--- config.mk ---
export PLATFORM = sky130hd
export DESIGN_NAME = spike_weight_streamer_flat
export DESIGN_NICKNAME = d
export VERILOG_FILES = /design/src/rtl/spike_weight_streamer_if.sv /design/src/rtl/spike_weight_streamer.sv /design/src/flat_wrapper.sv
export SDC_FILE = /design/constraint.sdc
export NUM_CORES = 1
export LEC_CHECK = 0
export ABC_AREA = 1
export BUFFER_PORTS_ARGS = -buffer_cell sky130_fd_sc_hd__buf_2
export CELL_PAD_IN_SITES_DETAIL_PLACEMENT = 0
export CELL_PAD_IN_SITES_GLOBAL_PLACEMENT = 2
export CORE_UTILIZATION = 29
export CTS_CLUSTER_SIZE = 16
export DETAILED_ROUTE_END_ITERATION = 6
export GPL_TIMING_DRIVEN = 0
export HOLD_SLACK_MARGIN = 0.02
export PLACE_DENSITY = 0.92
export SLEW_MARGIN = 20
export SYNTH_ARGS = -nofsm -noshare
export SYNTH_HDL_FRONTEND = slang
export SYNTH_SLANG_ARGS = --single-unit
--- constraint.sdc ---
create_clock -name clk -period 3.9 [get_ports clk]
set_clock_uncertainty 0.15 [all_clocks]
set_input_delay 0.39 -clock clk [delete_from_list [all_inputs] [get_ports clk]]
set_output_delay 0.39 -clock clk [all_outputs]
set_load 0.02 [all_outputs]
--- src/rtl/spike_weight_streamer_if.sv ---
// ============================================================================
// Module      : spike_weight_streamer_if
// Description : Start/spike, weight-RAM read and OAAT stream signals of the
//               PIF neuron weight streamer. STREAMER_SPIKE_COUNT_EN adds spikeCount.
// Revision    : 1.0 - initial release
// ============================================================================
`default_nettype none

interface spike_weight_streamer_if #(
    parameter int DATA_WIDTH = 16,
    parameter int NUM_INPUT  = 31,
    parameter int AW         = (NUM_INPUT > 1) ? $clog2(NUM_INPUT) : 1
);
    logic                  start;
    logic [NUM_INPUT-1:0]  spikeIn;
    logic                  busy;
    logic [AW-1:0]         weightAddr;
    logic                  weightRen;
    logic [DATA_WIDTH-1:0] weightRdata;
    logic [DATA_WIDTH-1:0] weightData;
    logic                  weightValid;
    logic                  updateEnable;
    logic                  done;
`ifdef STREAMER_SPIKE_COUNT_EN
    logic [AW:0]           spikeCount;
`endif

    modport master (
        input  start, spikeIn, weightRdata,
        output busy, weightAddr, weightRen, weightData, weightValid,
`ifdef STREAMER_SPIKE_COUNT_EN
        output spikeCount,
`endif
        output updateEnable, done
    );

    modport slave (
        output start, spikeIn, weightRdata,
        input  busy, weightAddr, weightRen, weightData, weightValid,
`ifdef STREAMER_SPIKE_COUNT_EN
        input  spikeCount,
`endif
        input  updateEnable, done
    );
endinterface

`default_nettype wire

--- src/rtl/spike_weight_streamer.sv ---
// ============================================================================
// Module      : spike_weight_streamer
// Description : OAAT weight-sum transmitter: streams one weight (or zero) per
//               synapse, then pulses updateEnable. Option: STREAMER_SPIKE_COUNT_EN.
// Revision    : 1.0 - initial release
// ============================================================================
`default_nettype none

module spike_weight_streamer #(
    parameter int INTEGER_WIDTH   = 16,
    parameter int DATA_WIDTH_FRAC = 0,
    parameter int DATA_WIDTH      = INTEGER_WIDTH + DATA_WIDTH_FRAC,
    parameter int NUM_INPUT       = 31,
    parameter int ACC_LATENCY     = 1,
    parameter int AW              = (NUM_INPUT > 1) ? $clog2(NUM_INPUT) : 1
) (
    input  logic                     clk,
    input  logic                     reset,
    spike_weight_streamer_if.master  bus
);

    localparam int CW = (ACC_LATENCY > 1) ? $clog2(ACC_LATENCY) : 1;
    localparam logic [AW-1:0] LAST_ADDR = AW'(NUM_INPUT - 1);
    localparam logic [CW-1:0] WAIT_LAST = CW'((ACC_LATENCY > 0) ? ACC_LATENCY - 1 : 0);
`ifdef STREAMER_SPIKE_COUNT_EN
    localparam bit GATE_REN = 1'b1;
`else
    localparam bit GATE_REN = 1'b0;
`endif

    typedef enum logic [2:0] {
        IDLE   = 3'd0,
        FETCH  = 3'd1,
        DRAIN  = 3'd2,
        WAIT   = 3'd3,
        UPDATE = 3'd4
    } state_t;

    state_t               state;
    logic [NUM_INPUT-1:0] spike_latch;
    logic [AW-1:0]        addr;
    logic [CW-1:0]        wait_cnt;
    logic                 fetching;
    logic                 ren;
    logic                 valid;
    logic                 word_on;
    logic                 busy;
    logic                 upd;
    logic                 done;
    logic                 holdoff;

`ifdef STREAMER_SPIKE_COUNT_EN
    logic [AW:0] spike_count;

    function automatic logic [AW:0] popcount(input logic [NUM_INPUT-1:0] v);
        logic [AW:0] c;
        c = '0;
        for (int i = 0; i < NUM_INPUT; i++) begin
            c = c + {{AW{1'b0}}, v[i]};
        end
        return c;
    endfunction
`endif

    always_ff @(posedge clk or negedge reset) begin
        if (!reset) begin
            state       <= IDLE;
            spike_latch <= '0;
            addr        <= '0;
            wait_cnt    <= '0;
            fetching    <= 1'b0;
            ren         <= 1'b0;
            valid       <= 1'b0;
            word_on     <= 1'b0;
            busy        <= 1'b0;
            upd         <= 1'b0;
            done        <= 1'b0;
            holdoff     <= 1'b0;
`ifdef STREAMER_SPIKE_COUNT_EN
            spike_count <= '0;
`endif
        end else begin
            // RAM data lands one cycle after the read, so the stream lags fetch by one.
            valid   <= fetching;
            word_on <= fetching && spike_latch[addr];
            case (state)
                IDLE: begin
                    // One dead cycle after UPDATE sets the back-to-back period.
                    if (holdoff) begin
                        holdoff <= 1'b0;
                    end else if (bus.start) begin
                        spike_latch <= bus.spikeIn;
                        addr        <= '0;
                        busy        <= 1'b1;
                        fetching    <= 1'b1;
                        ren         <= !GATE_REN || bus.spikeIn[0];
                        state       <= FETCH;
`ifdef STREAMER_SPIKE_COUNT_EN
                        spike_count <= popcount(bus.spikeIn);
`endif
                    end
                end
                FETCH: begin
                    if (addr == LAST_ADDR) begin
                        fetching <= 1'b0;
                        ren      <= 1'b0;
                        state    <= DRAIN;
                    end else begin
                        addr <= addr + 1'b1;
                        ren  <= !GATE_REN || spike_latch[addr + 1'b1];
                    end
                end
                DRAIN: begin
                    if (ACC_LATENCY == 0) begin
                        upd   <= 1'b1;
                        done  <= 1'b1;
                        state <= UPDATE;
                    end else begin
                        wait_cnt <= '0;
                        state    <= WAIT;
                    end
                end
                WAIT: begin
                    if (wait_cnt == WAIT_LAST) begin
                        upd   <= 1'b1;
                        done  <= 1'b1;
                        state <= UPDATE;
                    end else begin
                        wait_cnt <= wait_cnt + 1'b1;
                    end
                end
                UPDATE: begin
                    upd     <= 1'b0;
                    done    <= 1'b0;
                    busy    <= 1'b0;
                    holdoff <= 1'b1;
                    state   <= IDLE;
                end
                default: state <= IDLE;
            endcase
        end
    end

    assign bus.busy         = busy;
    assign bus.weightAddr   = addr;
    assign bus.weightRen    = ren;
    assign bus.weightValid  = valid;
    assign bus.weightData   = word_on ? bus.weightRdata : '0;
    assign bus.updateEnable = upd;
    assign bus.done         = done;
`ifdef STREAMER_SPIKE_COUNT_EN
    assign bus.spikeCount   = spike_count;
`endif

endmodule

`default_nettype wire

--- src/flat_wrapper.sv ---
// flat-port wrapper written by rule: the top's interface ports become plain ports
module spike_weight_streamer_flat 
#(
    parameter int INTEGER_WIDTH   = 16,
    parameter int DATA_WIDTH_FRAC = 0,
    parameter int DATA_WIDTH      = INTEGER_WIDTH + DATA_WIDTH_FRAC,
    parameter int NUM_INPUT       = 31,
    parameter int ACC_LATENCY     = 1,
    parameter int AW              = (NUM_INPUT > 1) ? $clog2(NUM_INPUT) : 1
)
  (clk, reset, bus_start, bus_spikeIn, bus_weightRdata, bus_busy, bus_weightAddr, bus_weightRen, bus_weightData, bus_weightValid, bus_updateEnable, bus_done);
  spike_weight_streamer_if #(.DATA_WIDTH(DATA_WIDTH), .NUM_INPUT(NUM_INPUT), .AW(AW)) bus_i ();
  input  logic clk;
  input  logic reset;
  input wire logic [$bits(bus_i.start)-1:0] bus_start;
  input wire logic [$bits(bus_i.spikeIn)-1:0] bus_spikeIn;
  input wire logic [$bits(bus_i.weightRdata)-1:0] bus_weightRdata;
  output wire logic [$bits(bus_i.busy)-1:0] bus_busy;
  output wire logic [$bits(bus_i.weightAddr)-1:0] bus_weightAddr;
  output wire logic [$bits(bus_i.weightRen)-1:0] bus_weightRen;
  output wire logic [$bits(bus_i.weightData)-1:0] bus_weightData;
  output wire logic [$bits(bus_i.weightValid)-1:0] bus_weightValid;
  output wire logic [$bits(bus_i.updateEnable)-1:0] bus_updateEnable;
  output wire logic [$bits(bus_i.done)-1:0] bus_done;
  assign bus_i.start = bus_start;
  assign bus_i.spikeIn = bus_spikeIn;
  assign bus_i.weightRdata = bus_weightRdata;
  assign bus_busy = bus_i.busy;
  assign bus_weightAddr = bus_i.weightAddr;
  assign bus_weightRen = bus_i.weightRen;
  assign bus_weightData = bus_i.weightData;
  assign bus_weightValid = bus_i.weightValid;
  assign bus_updateEnable = bus_i.updateEnable;
  assign bus_done = bus_i.done;
  spike_weight_streamer #(.INTEGER_WIDTH(INTEGER_WIDTH), .DATA_WIDTH_FRAC(DATA_WIDTH_FRAC), .DATA_WIDTH(DATA_WIDTH), .NUM_INPUT(NUM_INPUT), .ACC_LATENCY(ACC_LATENCY), .AW(AW)) u_core (.clk(clk), .reset(reset), .bus(bus_i));
endmodule
==> run metrics <==
WL final ~5.7 mm; syn avg cell area approximately 7.5 um^2; CTS tree built; Initial Util 0.302; worst hold endpoint u_core.spike_latch[30]$_DFFE_PN0P_; Final ANT Viol Nets 0; Clock Latency Late Sink slightly below 0.3 ns; Final Slew Violations 0; setup_tns 0 ns; DRC Markers 0; pwr dens approximately 760 nW/um^2; worst slew pin tran roughly 0.58 ns; number of cell rows 32; top_reg_cell synth dfrtp_1; HP Class input port to flip-flop; number of global-route vias before repair 2131; Synth area leader dfrtp_1; Port Buf Inserts 75; gr ovfl total 0; Critical Path Fanout Max 10; leakage ~1.7 nW; pin count of the biggest net entering global routing 47; sequential share of the synthesized area 0.488; number of synthesized flops with an enable pin 0; initial antenna violation count 0; Num CTS Buffers 5; Cells after DPL 493; wire per inst between 10 and 15 um; wire length of the first global-routing pass a little under 10 mm; Setup violations, final 0; initial DRC count about 120; Area contributors post-synth dfrtp_1, nand2_1, inv_1; number of max-cap violations 0; die width 92.2 um; Setup WS post-layout 1.85 ns; crit end category output pin; clock buffer depth 2; worst hold path cell count 3; via count between 2000 and 2500; die height 92.2 um; distinct cell type count after synthesis 25; Hold Vio Cnt, Final 0; pre-CTS setup slack between 2 and 2.5 ns; clock-pin slew on the worst setup and hold paths 0.08 ns; Hold Path Origin bus_spikeIn[30]; fin crit share 0.525; Ports 76; DR vias/cell 4.13; Register-to-Register Path Depth 10; beginning of the worst register-to-register path u_core.bus.weightAddr[0]$_DFFE_PN0P_; CTS root buf clkbuf_8; H-tree levels 2; Synth Instances 316; TritonRoute pass-1 iters 6; status complete, no violations; R2R Path End u_core.bus.weightAddr[4]$_DFFE_PN0P_; layout cells sized above 1 0.271; Area Growth Syn to Fin 25.1%; RSZ-0062 raised after global routing no; Mapped Nets around 370; Post-synth top cells nand2_1, dfrtp_1, inv_1; fin nets 451; WS Path Type flip-flop to output pin; maximum vdd ir drop 0.194 mV; Max-Slew Margin vs Limit 0.616; startpoint types flip-flop; Total GRT Usage 0.145; DP Wirelength between 4 and 5 mm; Cell Area, Synth ~2400 um^2; post-route minimum period 2.05 ns; Core ar. between 7000 and 8000 um^2; die area approximately 8500 um^2; n_diodes 0; non-filler instance count after layout 501; post-synth top area share 0.488; FF+latch count, synth 46; top-count cell post-synth nand2_1; share of flip-flops with an asynchronous set or reset 1.00; gpl congestion 0.790; Required @ worst endpoint between 3 and 4 ns; WP data arrival 1.51 ns; CTS Sinks 46; Max Freq a little under 500 MHz; R2R setup slack 2.15 ns; Synth Warn # 0; CTS resizes 0
power by group:
part | switching (W) | internal, W
Clock | 0.000148 | 0.000124
Combinational | 0.000733 | 0.000418
Sequential | 0.000126 | 0.000699
area by class of cell:
class                   count  area [um^2]
fillers                   860         4860
well taps                 102          128
inverters                  46          174
multi-input cells         210          931
flip-flops and latches     46         1150
plain buffers              14          101
repair buffers             76          388
clock buffers               7         76.3
timing repair:
item | 4_1_cts | 5_1_grt
hold buffers | 0 | 1
setup endpoints to repair | 0 | 0
setup buffers | 0 | 0
endpoints found under the hold margin | 0 | 46
flip-flops by register name, indices dropped and copies added, names as in the netlist:
register,cells
u_core.bus.busy,1
u_core.bus.updateEnable,1
u_core.bus.weightAddr,5
u_core.bus.weightRen,1
u_core.bus.weightValid,1
u_core.fetching,1
u_core.holdoff,1
u_core.spike_latch,31
u_core.state,3
u_core.word_on,1
layer usage:
layer / global-route usage / part of all wire / vias up
met3: 0.0249 / 0.043 / 6
li1: - / - / 1119
met4: 0.0469 / 0.014 / 0
met1: 0.176 / 0.46 / 884
met2: 0.259 / 0.48 / 60
met5: 0 / 0 / -
cell usage in the layout (no fill, tap or decap), drive strengths merged:
| master | n |
|---|---|
| nor2 | 28 |
| clkinv | 1 |
| a21oi | 3 |
| clkbuf | 10 |
| nand3 | 19 |
| nand2 | 127 |
| inv | 45 |
| nor3b | 1 |
| buf | 86 |
| o22ai | 1 |
| ha | 2 |
| dfrtp | 46 |
| o21ai | 26 |
| nor3 | 2 |
| o21bai | 1 |
| dlygate4sd3 | 1 |
kinds of logic after synthesis:
| kind of cell | after synthesis | synth area share |
|---|---|---|
| and+or+nand+nor | 177 | 0.311 |
| AOI/OAI and AO/OA | 31 | 0.0738 |
| DFF | 46 | 0.488 |
| adders and majority gates | 2 | 0.0106 |
| buffers and inverters | 60 | 0.117 |
stage by stage:
| step | hold slack (ns) | power (W) | utilization | instance area (um^2) |
|---|---|---|---|---|
| after floorplan | -0.0556 | 0.00166 | - | 2360 |
| after global placement | 0.275 | 0.00198 | 0.366 | 2860 |
| after detailed placement | 0.282 | 0.00200 | 0.366 | 2860 |
| after CTS | 0.125 | 0.00229 | 0.376 | 2940 |
| after global routing | 0.147 | 0.00248 | 0.378 | 2950 |
| final | 0.134 | 0.00225 | 0.378 | 2950 |
how the worst max path moves through the flow:
stage	to	slack, ns	depth (start not counted)	from
after floorplan	u_core.bus.weightAddr[3]$_DFFE_PN0P_	2.24	9	u_core.bus.weightAddr[0]$_DFFE_PN0P_
after global placement	u_core.bus.weightAddr[3]$_DFFE_PN0P_	2.18	8	u_core.bus.weightAddr[0]$_DFFE_PN0P_
after detailed placement	u_core.bus.weightAddr[3]$_DFFE_PN0P_	2.15	8	u_core.bus.weightAddr[0]$_DFFE_PN0P_
after CTS	bus_weightData[8]	1.81	5	u_core.word_on$_DFF_PN0_
after global routing	bus_weightData[4]	1.71	5	u_core.word_on$_DFF_PN0_
final	bus_weightData[8]	1.85	5	u_core.word_on$_DFF_PN0_
worst max-delay path, cell delays in order, from the launching register on:
cell	delay, ns
dfrtp_1	0.33
clkbuf_1	0.22
clkbuf_1	0.35
nand2_1	0.10
inv_1	0.07
buf_2	0.15
Note: power is estimated with default switching activity, not from simulation.
